**config.mk**
```make
export PLATFORM = sky130hd
export DESIGN_NAME = arp_scheduler
export DESIGN_NICKNAME = d
export VERILOG_FILES = /design/src/rtl/arp_scheduler.sv
export SDC_FILE = /design/constraint.sdc
export NUM_CORES = 1
export LEC_CHECK = 0
export CORE_UTILIZATION = 51
export DETAILED_ROUTE_END_ITERATION = 10
export PLACE_DENSITY = 0.77
export SLEW_MARGIN = 20
export SYNTH_ARGS = -nofsm -noshare
export SYNTH_HDL_FRONTEND = slang
export SYNTH_SLANG_ARGS = --single-unit
```
**constraint.sdc**
```tcl
create_clock -name CLK -period 3.7 [get_ports CLK]
set_input_delay 1.11 -clock CLK [delete_from_list [all_inputs] [get_ports CLK]]
set_output_delay 1.11 -clock CLK [all_outputs]
set_load 0.03 [all_outputs]
```
**src/rtl/arp_scheduler.sv**
```systemverilog
// arp_scheduler: time-shares the synth voice key gates under arpeggiator control.
// With ARP_EN low the held-key mask passes straight through (registered). With
// ARP_EN high exactly one held key is gated at a time. The gated key advances
// every ARP_TIME ticks, either upward with wrap or ping-pong.
// Optional build macro ARP_GATE_EN silences KEY_OUT during the final quarter of
// each step, so the ADSR releases and retriggers between notes.
module arp_scheduler #(
  parameter int NUM_VOICES = 8,
  parameter int TICK_DIV   = 50000,
  parameter int TIME_W     = 16
) (
  input  logic                            CLK,
  input  logic                            RESET_N,
  input  logic                            ARP_EN,
  input  logic                            PINGPONGEN,
  input  logic [TIME_W-1:0]               ARP_TIME,
  input  logic [NUM_VOICES-1:0]           KEY_IN,
  output logic [NUM_VOICES-1:0]           KEY_OUT,
  output logic [$clog2(NUM_VOICES)-1:0]   STEP_IDX,
  output logic                            STEP_STROBE,
  output logic                            ACTIVE
);

  localparam int IW = $clog2(NUM_VOICES);
  localparam int PW = $clog2(TICK_DIV);

  typedef enum logic {IDLE, PLAY} state_t;
  typedef enum logic {DIR_UP, DIR_DN} dir_t;

  state_t                state, state_nxt;
  dir_t                  dir, dir_nxt;
  logic [PW-1:0]         presc, presc_nxt;
  logic [TIME_W-1:0]     step_cnt, cnt_nxt;
  logic [IW-1:0]         step_idx, idx_nxt;
  logic [NUM_VOICES-1:0] key_out, key_nxt;
  logic                  strobe, strobe_nxt;

  logic                  tick;
  logic                  any_held;
  logic                  cur_held;
  logic                  advance;
  logic                  gap;
  logic [TIME_W:0]       t_eff;
  logic [TIME_W:0]       cnt_plus1;
  logic [IW:0]           above;
  logic [IW:0]           below;
  logic [IW:0]           lowest;

  // Returns {found, index} of the lowest held key strictly above cur.
  function automatic logic [IW:0] find_above(input logic [NUM_VOICES-1:0] keys,
                                             input logic [IW-1:0] cur);
    logic [IW:0] res;
    res = '0;
    for (int i = NUM_VOICES - 1; i >= 0; i--) begin
      if (keys[i] && (IW'(i) > cur)) res = {1'b1, IW'(i)};
    end
    return res;
  endfunction

  // Returns {found, index} of the highest held key strictly below cur.
  function automatic logic [IW:0] find_below(input logic [NUM_VOICES-1:0] keys,
                                             input logic [IW-1:0] cur);
    logic [IW:0] res;
    res = '0;
    for (int i = 0; i < NUM_VOICES; i++) begin
      if (keys[i] && (IW'(i) < cur)) res = {1'b1, IW'(i)};
    end
    return res;
  endfunction

  // Returns {found, index} of the lowest held key overall.
  function automatic logic [IW:0] find_lowest(input logic [NUM_VOICES-1:0] keys);
    logic [IW:0] res;
    res = '0;
    for (int i = NUM_VOICES - 1; i >= 0; i--) begin
      if (keys[i]) res = {1'b1, IW'(i)};
    end
    return res;
  endfunction

  // Search results and step-length arithmetic used by the next-state logic.
  always_comb begin
    any_held  = |KEY_IN;
    cur_held  = KEY_IN[step_idx];
    tick      = ARP_EN && (presc == PW'(TICK_DIV - 1));
    t_eff     = (ARP_TIME == '0) ? (TIME_W+1)'(1) : {1'b0, ARP_TIME};
    cnt_plus1 = {1'b0, step_cnt} + (TIME_W+1)'(1);
    above     = find_above(KEY_IN, step_idx);
    below     = find_below(KEY_IN, step_idx);
    lowest    = find_lowest(KEY_IN);
  end

  // Next-state, step selection and registered-output values.
  always_comb begin
    state_nxt  = state;
    dir_nxt    = dir;
    cnt_nxt    = step_cnt;
    idx_nxt    = step_idx;
    strobe_nxt = 1'b0;
    key_nxt    = '0;
    advance    = 1'b0;
    gap        = 1'b0;
    presc_nxt  = '0;

    if (ARP_EN) begin
      presc_nxt = tick ? '0 : presc + PW'(1);
    end

    case (state)
      IDLE: begin
        if (ARP_EN && any_held) begin
          state_nxt  = PLAY;
          idx_nxt    = lowest[IW-1:0];
          dir_nxt    = DIR_UP;
          cnt_nxt    = '0;
          strobe_nxt = 1'b1;
        end
      end
      PLAY: begin
        if (!ARP_EN || !any_held) begin
          state_nxt = IDLE;
          dir_nxt   = DIR_UP;
        end else begin
          if (tick) begin
            if (cnt_plus1 >= t_eff) advance = 1'b1;
            else                    cnt_nxt = step_cnt + TIME_W'(1);
          end
          if (!cur_held) advance = 1'b1;

          if (advance) begin
            cnt_nxt    = '0;
            strobe_nxt = 1'b1;
            if (dir == DIR_UP || !PINGPONGEN) begin
              if (above[IW]) begin
                idx_nxt = above[IW-1:0];
                dir_nxt = DIR_UP;
              end else if (PINGPONGEN && below[IW]) begin
                idx_nxt = below[IW-1:0];
                dir_nxt = DIR_DN;
              end else begin
                idx_nxt = lowest[IW-1:0];
                dir_nxt = DIR_UP;
              end
            end else begin
              if (below[IW]) begin
                idx_nxt = below[IW-1:0];
              end else if (above[IW]) begin
                idx_nxt = above[IW-1:0];
                dir_nxt = DIR_UP;
              end else begin
                idx_nxt = lowest[IW-1:0];
                dir_nxt = DIR_UP;
              end
            end
          end
        end
      end
      default: begin
        state_nxt = IDLE;
        dir_nxt   = DIR_UP;
      end
    endcase

`ifdef ARP_GATE_EN
    gap = (ARP_TIME >= TIME_W'(4)) && (cnt_nxt >= (ARP_TIME - (ARP_TIME >> 2)));
`else
    gap = 1'b0;
`endif

    if (!ARP_EN) begin
      key_nxt = KEY_IN;
    end else if (state_nxt == PLAY && !gap) begin
      key_nxt = NUM_VOICES'(1) << idx_nxt;
    end
  end

  // State and output registers with synchronous active-low reset.
  always_ff @(posedge CLK) begin
    if (!RESET_N) begin
      state    <= IDLE;
      dir      <= DIR_UP;
      presc    <= '0;
      step_cnt <= '0;
      step_idx <= '0;
      key_out  <= '0;
      strobe   <= 1'b0;
    end else begin
      state    <= state_nxt;
      dir      <= dir_nxt;
      presc    <= presc_nxt;
      step_cnt <= cnt_nxt;
      step_idx <= idx_nxt;
      key_out  <= key_nxt;
      strobe   <= strobe_nxt;
    end
  end

  assign KEY_OUT     = key_out;
  assign STEP_IDX    = step_idx;
  assign STEP_STROBE = strobe;
  assign ACTIVE      = (state == PLAY);

endmodule

```
==> results.toml <==
[pwr]
power_density_mw_per_mm2 = 239
p_switching_w = 0.000327
p_int_w = 0.000767
max-vdd-ir-drop_uv = 231
power_frac_clock = 0.280
sw_frac_of_total = 0.299
comb_power_share = 0.252
seqPwrFrac = 0.468
leakagePower_nw = 1.83

[floorplan]
chipWidth_um = 82.1
design.die.area_mm2 = 0.00674
rows = 28
floorplan.initialDensity = 0.540
core_area_mm2 = 0.00606
pin_count = 41
die_height_um = 82.1

[final_layout]
layout.nets = 544
num_antenna_cells = 0
finish.instance_area_mm2 = 0.00457
layout.core_utilization = 0.754
final_layout_size_suffix_gt1_frac = 0.244
area_growth_pct = 39.8

[placed_design]
finalWeightedCongestion = 0.825
pre_cts_slack_ns = -0.434
placed_cell_area_mm2 = 0.00407
place.port_buffers = 40
dpl.hpwl_mm = 6.62

[clock_tree]
hold_buffers = 0
cts_max_path_buffers = 2
cts_tree = "built"
h-tree-depth = 2
numClockSinks = 46
number_of_buffers_created_by_cts = 5
worst_setup_hold_path_clk_slew_ns = 0.09
clk-insertion-delay-late_ns = 0.30
clk_root_buffer_cell = "sky130_fd_sc_hd__clkbuf_8"

[logic_synthesis]
synth-edff-count = 0
syn_area_mm2 = 0.00327
syn_inst = 411
avgSynthCellArea_um2 = 7.96
yosysTopAreaCell = "sky130_fd_sc_hd__dfxtp_1"
synth_seq_cells = 46
warnings_from_yosys = 0
yosysTopAreaCellShare = 0.282
synth_fp_nets = 457
synth_sequential_area_ratio = 0.282
synth_area_leaders = "sky130_fd_sc_hd__dfxtp_1 (28%), sky130_fd_sc_hd__ha_1 (6.9%), sky130_fd_sc_hd__o21ai_0 (4.3%), sky130_fd_sc_hd__nor2_1 (4.0%), sky130_fd_sc_hd__nand3_1 (3.8%)"
synthArstFlopShare = 0
synth_cell_types = 63
synth_top_flop_cell = "sky130_fd_sc_hd__dfxtp_1"

[setup_path]
critPathCaptureType = "register"
criticalPathCategory = "primary input to register"
timing.critical_path.arrival_ns = 4.01
critical_path_required_ns = 3.89
startpoint_type = "primary input"
cp_max_fo = 5

[route]
drt-initial-drc-count = 151
route.detailed.drc = 0
via_per_inst = 6.13
drt-total-wl_mm = 9.67
first_pass_iters = 4
dr_total_vias = 3521
routedWlPerCell_um = 16.8
antenna_violating_nets_post_route = 0

[sta]
layout_setup_ws_ns = -0.111
slew_headroom = 0.592
maxSlewViolCount = 0
final.period_utilization = 1.03
hold_violations = 0
worstMarginPinSlew_ns = 0.611
fin_skew_ns = 0.00637
period_needed_ns = 3.81
rsz0062_at_grt = "yes"
max_freq_ghz = 0.262
final-setup-viol-count = 15

[flow_run]
max_cap_viol_count = 0

[run_status]
status = "finished, violations left"
violations = "negative setup slack"

[grt]
first_global_vias = 3320
grt_pass1_wl_mm = 14.4
maximum_number_of_pins_on_one_net_before_global_route_repair = 24
grt.total_usage = 0.275
grt-ovfl-total = 0
antenna_found_initial = 0

[hold_path]
worstHoldPathType = "register to register"
-- state kept, by name, summed over array words and instances, names as in the netlist --
name	flops
STEP_IDX	3
STEP_STROBE	1
ACTIVE	1
presc	16
dir	1
step_cnt	16
KEY_OUT	8
-- stage by stage --
step / hold WS (ns) / std cells / TNS (ns) / total power, W
finish: 0.454 / 574 / -0.953 / 0.00109
global route: 0.486 / 574 / -2.98 / 0.00114
CTS: 0.461 / 569 / 0 / 0.00108
detailed placement: 0.448 / 557 / -9.31 / 0.000764
global placement: 0.424 / 557 / -8.03 / 0.000759
floorplan: 0.413 / 411 / 0 / 0.000659
-- final timing paths --
path                from  cells after the start         end  slack, ns
max          ARP_TIME[8]                     14  KEY_OUT[3]      -0.11
min             presc[0]                      1    presc[0]       0.45
max reg2reg  step_cnt[1]                     17  KEY_OUT[3]      -0.04
min reg2reg     presc[0]                      1    presc[0]       0.45
-- power groups by stage --
stage	Clock [W]	Combinational [W]	Sequential, W
6_report	0.000306	0.000275	0.000512
4_1_cts	0.000314	0.000250	0.000514
3_3_place_gp	0	0.000234	0.000526
5_1_grt	0.000332	0.000295	0.000514
3_5_place_dp	0	0.000239	0.000525
2_1_floorplan	0	0.000121	0.000537
-- layout make-up --
| cell class | instances | area (um^2) |
|---|---|---|
| clock buffers | 5 | 68.8 |
| multi-input cells | 316 | 2470 |
| repair buffers | 101 | 880 |
| fillers | 452 | 1490 |
| inverters | 28 | 108 |
| flip-flops and latches | 46 | 932 |
| clock inverters | 3 | 21.3 |
| well taps | 75 | 93.8 |
-- synth_stat cells (all sizes together) (2+ instances only) --
cell type,number
a2111oi,3
a211oi,5
a21boi,12
a21o,4
a21oi,20
a22oi,4
a31oi,4
a32o,4
and2,6
and3,8
and4,2
buf,12
clkbuf,9
dfxtp,46
ha,18
inv,28
mux2i,2
mux4,2
nand2,17
nand2b,2
nand3,25
nand3b,4
nand4,9
nor2,35
nor2b,14
nor3,7
nor4,10
o21a,3
o21ai,29
o21bai,2
o22ai,5
o31a,3
o31ai,8
or2,2
or3,9
or4,2
xnor2,12
xor2,12
-- metal layers --
metal,part of all wire,GRT usage,vias to the layer above
li1,-,-,1679
met1,0.39,0.300,1701
met2,0.54,0.526,115
met3,0.050,0.0533,26
met4,0.022,0.0825,0
met5,0,0,-
-- critical path, cell delays in order --
cell                              delay [ns]
sky130_fd_sc_hd__clkdlybuf4s50_1        0.51
sky130_fd_sc_hd__inv_1                  0.08
sky130_fd_sc_hd__ha_4                   0.22
sky130_fd_sc_hd__a21oi_1                0.16
sky130_fd_sc_hd__o21ai_0                0.23
sky130_fd_sc_hd__a2111oi_4              0.39
sky130_fd_sc_hd__o21ai_2                0.13
sky130_fd_sc_hd__buf_6                  0.14
sky130_fd_sc_hd__buf_6                  0.11
sky130_fd_sc_hd__o31ai_4                0.25
sky130_fd_sc_hd__buf_6                  0.16
sky130_fd_sc_hd__a21oi_4                0.06
sky130_fd_sc_hd__o31a_1                 0.18
sky130_fd_sc_hd__a32o_1                 0.27
-- timing repair --
action	4_1_cts	5_1_grt
pin swaps	15	27
setup endpoints to repair	25	28
setup buffers	4	5
resized for setup	28	47
-- logic make-up (layout without fill, tap and decap cells) --
| family | count (synthesis) | count (layout) | synth area share |
|---|---|---|---|
| AND/OR/NAND/NOR | 155 | 155 | 0.256 |
| AO/OA/AOI/OAI | 114 | 114 | 0.236 |
| flip-flops | 46 | 46 | 0.282 |
| XOR/XNOR | 24 | 24 | 0.0643 |
| buffers and inverters | 49 | 137 | 0.0666 |
| adder cells (fa/ha/maj) | 18 | 18 | 0.0689 |
| multiplexers | 5 | 5 | 0.0272 |
-- layout by cell type (no fill, tap or decap), types with 5 or more instances in the layout --
master,n
sky130_fd_sc_hd__xor2_1,11
sky130_fd_sc_hd__o22ai_1,5
sky130_fd_sc_hd__a21boi_1,7
sky130_fd_sc_hd__dfxtp_1,43
sky130_fd_sc_hd__o21ai_0,23
sky130_fd_sc_hd__clkdlybuf4s50_1,33
sky130_fd_sc_hd__nand4_1,9
sky130_fd_sc_hd__a21oi_1,19
sky130_fd_sc_hd__nand2_1,17
sky130_fd_sc_hd__nor3_1,5
sky130_fd_sc_hd__xnor2_1,8
sky130_fd_sc_hd__and3_1,6
sky130_fd_sc_hd__buf_6,6
sky130_fd_sc_hd__buf_4,55
sky130_fd_sc_hd__or3_1,9
sky130_fd_sc_hd__a21boi_0,5
sky130_fd_sc_hd__nor2_1,32
sky130_fd_sc_hd__ha_1,14
sky130_fd_sc_hd__and2_1,5
sky130_fd_sc_hd__a211oi_1,5
sky130_fd_sc_hd__inv_1,27
sky130_fd_sc_hd__dlygate4sd2_1,5
sky130_fd_sc_hd__clkbuf_8,5
sky130_fd_sc_hd__nand3_1,20
sky130_fd_sc_hd__nor2b_1,14
(Power assumes the default switching activity.)
